### src/rtl/haz_pkg.sv
// Shared types for the hazard scoreboard: in-flight writer entry and operand-need stage encodings.
package haz_pkg;

    typedef struct packed {
        logic       valid;
        logic [4:0] rw;
        logic [1:0] avail;
        logic       md;
    } haz_entry_t;

    localparam logic [1:0] HAZ_NEED_ID  = 2'd0;
    localparam logic [1:0] HAZ_NEED_EX  = 2'd1;
    localparam logic [1:0] HAZ_NEED_MEM = 2'd2;

endpackage

### src/rtl/haz_md_timer.sv
// Mul/div busy timer: loads on issue, counts down unless held, cleared when the issuing op is flushed.
module haz_md_timer #(
    parameter int MD_LAT = 32
) (
    input  logic       clk,
    input  logic       rst_n,
    input  logic       hold,
    input  logic       load,
    input  logic       clear,
    output logic [7:0] md_cnt,
    output logic       md_busy
);

    always_ff @(posedge clk or negedge rst_n) begin
        if (!rst_n) begin
            md_cnt <= '0;
        end else if (load) begin
            md_cnt <= 8'(MD_LAT);
        end else if (clear) begin
            md_cnt <= '0;
        end else if (!hold && md_cnt != 8'd0) begin
            md_cnt <= md_cnt - 8'd1;
        end
    end

    assign md_busy = (md_cnt != 8'd0);

endmodule

### src/rtl/hazard_scoreboard.sv
// Load-use / branch-use / mul-div stall detector over DEPTH in-flight writers.
// Optional HAZ_STORE_FWD_EN: store data (rt) is checked against the MEM-stage forward point.
module hazard_scoreboard
    import haz_pkg::*;
#(
    parameter int DEPTH      = 3,
    parameter int ALU_AVAIL  = 1,
    parameter int LOAD_AVAIL = 2,
    parameter int MD_LAT     = 32
) (
    input  logic             clk,
    input  logic             rst_n,
    input  logic             hold,
    input  logic             id_valid,
    input  logic             id_flush,
    input  logic [4:0]       id_rs,
    input  logic [4:0]       id_rt,
    input  logic             id_use_rs,
    input  logic             id_use_rt,
    input  logic [1:0]       id_need_stage,
    input  logic             id_is_store,
    input  logic             id_reg_write,
    input  logic [4:0]       id_rw,
    input  logic             id_is_load,
    input  logic             id_md_start,
    input  logic             id_md_read,
    input  logic [DEPTH-1:0] flush_mask,
    output logic             stall,
    output logic             issue,
    output logic             md_busy,
    output logic [2:0]       cause
);

    haz_entry_t [DEPTH-1:0] entry_q;
    haz_entry_t             new_entry;
    logic [7:0]             md_cnt;
    logic                   id_live;
    logic [1:0]             rt_need;
    logic                   rs_haz, rt_haz;
    logic                   id_use_haz, ex_use_haz, md_haz;

    // Youngest matching writer decides; older matches for the same register are shadowed.
    function automatic logic src_hazard(input haz_entry_t [DEPTH-1:0] e,
                                        input logic [4:0] s,
                                        input logic [1:0] n);
        logic hit;
        logic haz;
        hit = 1'b0;
        haz = 1'b0;
        for (int i = 0; i < DEPTH; i++) begin
            if (!hit && e[i].valid && e[i].rw == s) begin
                hit = 1'b1;
                haz = (i + int'(n)) < int'(e[i].avail);
            end
        end
        return haz && (s != 5'd0);
    endfunction

`ifdef HAZ_STORE_FWD_EN
    assign rt_need = id_is_store ? HAZ_NEED_MEM : id_need_stage;
`else
    logic unused_store;
    assign unused_store = id_is_store;
    assign rt_need      = id_need_stage;
`endif

    assign id_live = id_valid && !id_flush;
    assign rs_haz  = id_use_rs && src_hazard(entry_q, id_rs, id_need_stage);
    assign rt_haz  = id_use_rt && src_hazard(entry_q, id_rt, rt_need);

    assign id_use_haz = id_live && ((rs_haz && id_need_stage == HAZ_NEED_ID) ||
                                    (rt_haz && rt_need == HAZ_NEED_ID));
    assign ex_use_haz = id_live && ((rs_haz && id_need_stage != HAZ_NEED_ID) ||
                                    (rt_haz && rt_need != HAZ_NEED_ID));
    assign md_haz     = id_live && (id_md_read || id_md_start) && md_busy;

    assign stall = hold || id_use_haz || ex_use_haz || md_haz;
    assign issue = id_live && !stall;
    assign cause = {md_haz, id_use_haz, ex_use_haz};

    always_comb begin
        new_entry       = '0;
        new_entry.valid = id_reg_write && (id_rw != 5'd0);
        new_entry.rw    = id_rw;
        new_entry.avail = id_is_load ? 2'(LOAD_AVAIL) : 2'(ALU_AVAIL);
        new_entry.md    = id_md_start;
    end

    // Hold freezes positions but flushes still kill entries in place.
    always_ff @(posedge clk or negedge rst_n) begin
        if (!rst_n) begin
            entry_q <= '0;
        end else if (hold) begin
            for (int i = 0; i < DEPTH; i++) begin
                if (flush_mask[i]) entry_q[i].valid <= 1'b0;
            end
        end else begin
            entry_q[0] <= issue ? new_entry : '0;
            for (int i = 1; i < DEPTH; i++) begin
                entry_q[i] <= entry_q[i-1];
                if (flush_mask[i-1]) entry_q[i].valid <= 1'b0;
            end
        end
    end

    haz_md_timer #(
        .MD_LAT(MD_LAT)
    ) u_md_timer (
        .clk    (clk),
        .rst_n  (rst_n),
        .hold   (hold),
        .load   (issue && id_md_start),
        .clear  (flush_mask[0] && entry_q[0].md),
        .md_cnt (md_cnt),
        .md_busy(md_busy)
    );

endmodule

### config.mk
export PLATFORM = sky130hd
export DESIGN_NAME = hazard_scoreboard
export DESIGN_NICKNAME = d
export VERILOG_FILES = /design/src/rtl/haz_pkg.sv /design/src/rtl/haz_md_timer.sv /design/src/rtl/hazard_scoreboard.sv
export SDC_FILE = /design/constraint.sdc
export NUM_CORES = 1
export LEC_CHECK = 0
export CORE_MARGIN = 4
export CORE_UTILIZATION = 30
export DETAILED_ROUTE_END_ITERATION = 16
export PLACE_DENSITY_LB_ADDON = 0.3
export SYNTH_ARGS = -nofsm -noshare
export SYNTH_HDL_FRONTEND = slang
export SYNTH_HIERARCHICAL = 1
export SYNTH_SLANG_ARGS = --single-unit
### constraint.sdc
create_clock -name clk -period 5.55 [get_ports clk]
set_clock_uncertainty 0.05 [all_clocks]
set_input_delay 1.3875 -clock clk [delete_from_list [all_inputs] [get_ports clk]]
set_output_delay 1.3875 -clock clk [all_outputs]
set_load 0.01 [all_outputs]
==> results_dict.tcl, run 1 <==
set metrics [dict create \
    synth-xor-area-share_pct 14.9 \
    fin_cells 313 \
    io_pins 38 \
    syn2layout_area_growth_pct 28.0 \
    cts_sinks 33 \
    ant_nets 0 \
    fp.dieArea_mm2 0.00825 \
    worst_slack_ns 0.134 \
    p_switching_mw 0.209 \
    status "finished, final reports clean" \
    synth.distinct_cells 46 \
    dp_slack_ns 0.133 \
    r2r_end "u_md_timer/md_cnt[7]" \
    slew_headroom_pct 67.8 \
    place.gp.congestion 0.790 \
    synth.cell_area_mm2 0.00206 \
    drv_slew 0 \
    fin_area_mm2 0.00264 \
    crit_type "input pin to output port" \
    initial_core_util_pct 31.7 \
    synth_fa_ha_area_share_pct 3.40 \
    first_pass_iters 4 \
    max_freq_mhz 185 \
    synth_nets 230 \
    hold_slack_ns 0.440 \
    synth_warnings 6 \
    cts.clk_slew.worst_paths_ns 0.06 \
    pwr-share-seq_pct 44.4 \
    p_leak_nw 1.09 \
    place_area_mm2 0.00250 \
    setup_viol 0 \
    drive_above_1_share_pct 16.1 \
    tightest_slew_ns 0.480 \
    grt_pass1_vias 1564 \
    final_cell_mix "36 x clkdlybuf4s50_1, 33 x dfrtp_1, 23 x xnor2_1, 14 x mux2_2, 13 x nor2_1" \
    routed_via_density 5.02 \
    post_drt_wl_per_cell_um 14.9 \
    worstPathArrival_ns 3.98 \
    dieWidth_um 90.9 \
    grt_max_degree 34 \
    startpoint "id_need_stage[0]" \
    p_comb_share_pct 23.9 \
    ys_ff_latch 33 \
    r2r_setup_slack_ns 2.78 \
    cts_buffers 5 \
    final_nets 272 \
    cp_slowest_cell "clkdlybuf4s50_1" \
    n_antenna_cell 0 \
    critPathRequiredTime_ns 4.11 \
    grt.total_usage_pct 11.9 \
    port_buffers 36 \
    max_cap_violations 0 \
    overflow 0 \
    wirelength_um 4680 \
    critical-path-max-stage-delay_ns 0.55 \
    antenna_found_initial 0 \
    muxShareOfSynthArea_pct 7.65 \
    ir_drop_mv 0.121 \
    endpoint_kind "output port" \
    core_area_mm2 0.00649 \
    cp-endpoint "cause[1]" \
    grt_pass1_wl_um 7830 \
    cts_tree "done" \
    synth_top_area_share_pct 40.1 \
    clkLatencyLatePin_ns 0.28 \
    dpl.hpwl_um 3630 \
    crit_top_cell "clkdlybuf4s50_1" \
    dp_cells 303 \
    reg2reg_depth 12 \
    p_int_mw 0.514 \
    rr_startpoint "entry_q[11]" \
    synth.largest_area_cell "dfrtp_1" \
    synth_edf_count 0 \
    die_h_um 90.9 \
    hold_violations 0 \
    crit_path_max_fanout 4 \
    synthCells 193 \
    synthTopCellsByArea "dfrtp_1 40%, xnor2_1 9.8%, mux2_2 7.7%" \
    synth-async-reset-ratio_pct 100 \
    clockBufferDepth 2 \
    cts_root_buf "clkbuf_8" \
    fin_crit_sh_pct 97.6 \
    syn_avg_cell_area_um2 10.7 \
    crit_chain "clkdlybuf4s50_1 > inv_1 > fa_1 > a211oi_1 > nor2_1 > a21boi_0 > a21oi_1 > nor2_2 > buf_4 > nor3b_2 > clkdlybuf4s50_1" \
    h-tree-depth 2 \
    drtIter0Drc 76 \
    p_sw_share_pct 28.9 \
    synth_top_flop_cell "dfrtp_1" \
    rows 29 \
    vias 1570 \
    crit_path_start_kind "input pin" \
    synth_compound_area_share_pct 13.4 \
    power_density_mw_per_mm2 274 \
    synth-simple-area-share_pct 16.4 \
    synth_top_family_by_area "simple AND/OR/NAND/NOR gates" \
    layout.cells.most_common "clkdlybuf4s50_1" \
    p_clk_share_pct 31.6 \
    ys_seq_area_share_pct 40.1 \
    hold_buffers 0 \
    drc 0 \
    fin_crit_ns 5.42 \
    final_util_pct 40.6 \
    hold_path.class "flip-flop to flip-flop" \
]
## area by class of cell
type | instances | area, um2
repair buffers | 43 | 413
inverters | 10 | 37.5
well taps | 77 | 96.3
clock buffers | 7 | 86.3
flip-flops and latches | 33 | 826
multi-input cells | 142 | 1150
clock inverters | 1 | 30.0
fillers | 623 | 3860
## state kept, by name, indices dropped and copies added, names as in the netlist
signal and count:
u_md_timer/md_cnt 8, entry_q 25
## power by group through the flow
stage	Sequential [mW]	Combinational [mW]	Clock, mW
4_1_cts	0.321	0.175	0.237
3_3_place_gp	0.324	0.172	0
6_report	0.321	0.173	0.229
5_1_grt	0.327	0.194	0.251
3_5_place_dp	0.325	0.174	0
2_1_floorplan	0.316	0.118	0
## kinds of logic (layout without fill, tap and decap cells)
family,count (synthesis),count (layout)
XOR/XNOR,35,35
flip-flops,33,33
buffers and inverters,18,61
AND/OR/NAND/NOR,56,56
adder cells (fa/ha/maj),5,5
multiplexers,14,14
AO/OA/AOI/OAI,32,32
## routing by layer
metal	wire length [um]	GRT usage [%]	vias up
met2	2040	18.0	39
met4	46	3.77	0
met5	0	0	-
met3	268	3.58	6
li1	-	-	774
met1	2320	16.4	751
## critical path, delay by kind of cell
| kind | cells | cell delay [ns] |
|---|---|---|
| adders and majority gates | 1 | 0.54 |
| buffers and inverters | 4 | 1.30 |
| and+or+nand+nor | 3 | 0.40 |
| AOI/OAI and AO/OA | 3 | 0.33 |
## cells in the mapped netlist, types with 4 or more instances
library cell  number
dfrtp_1           33
xnor2_1           23
xor2_1            12
nand2_1            5
a21oi_1            5
inv_1             10
a32o_1             8
ha_1               4
mux2_2            14
nor2_1            13
nand3_1            7
nor3_1             4
## metrics by stage
step	power, mW	TNS (ns)
detailed placement	0.499	0
global placement	0.496	0
finish	0.722	0
CTS	0.734	0
global route	0.773	-0.000808
floorplan	0.434	0
## worst min path at each step
stage | cells after the start | start | endpoint | slack (ns)
finish | 1 | entry_q[0] | entry_q[0] | 0.44
global route | 1 | entry_q[0] | entry_q[0] | 0.46
CTS | 1 | entry_q[0] | entry_q[0] | 0.44
detailed placement | 1 | entry_q[0] | entry_q[0] | 0.43
global placement | 1 | entry_q[0] | entry_q[0] | 0.42
floorplan | 1 | entry_q[0] | entry_q[0] | 0.40
## timing repair
item	4_1_cts	5_1_grt
resized for setup	0	0
setup endpoints to repair	0	1
buffers inserted	0	2
Power figures use the tool's default switching activity.
==> inputs of run 2 (changes only) <==
TNS_END_PERCENT = 50   (was default)
==> results of run 2 <==
The final DEF is identical to that of run 1; final timing and power are the same.
==> inputs of run 3 (changes only) <==
SKIP_LAST_GASP = 1   (was default)
==> results of run 3 <==
The final DEF is identical to that of run 1; final timing and power are the same.
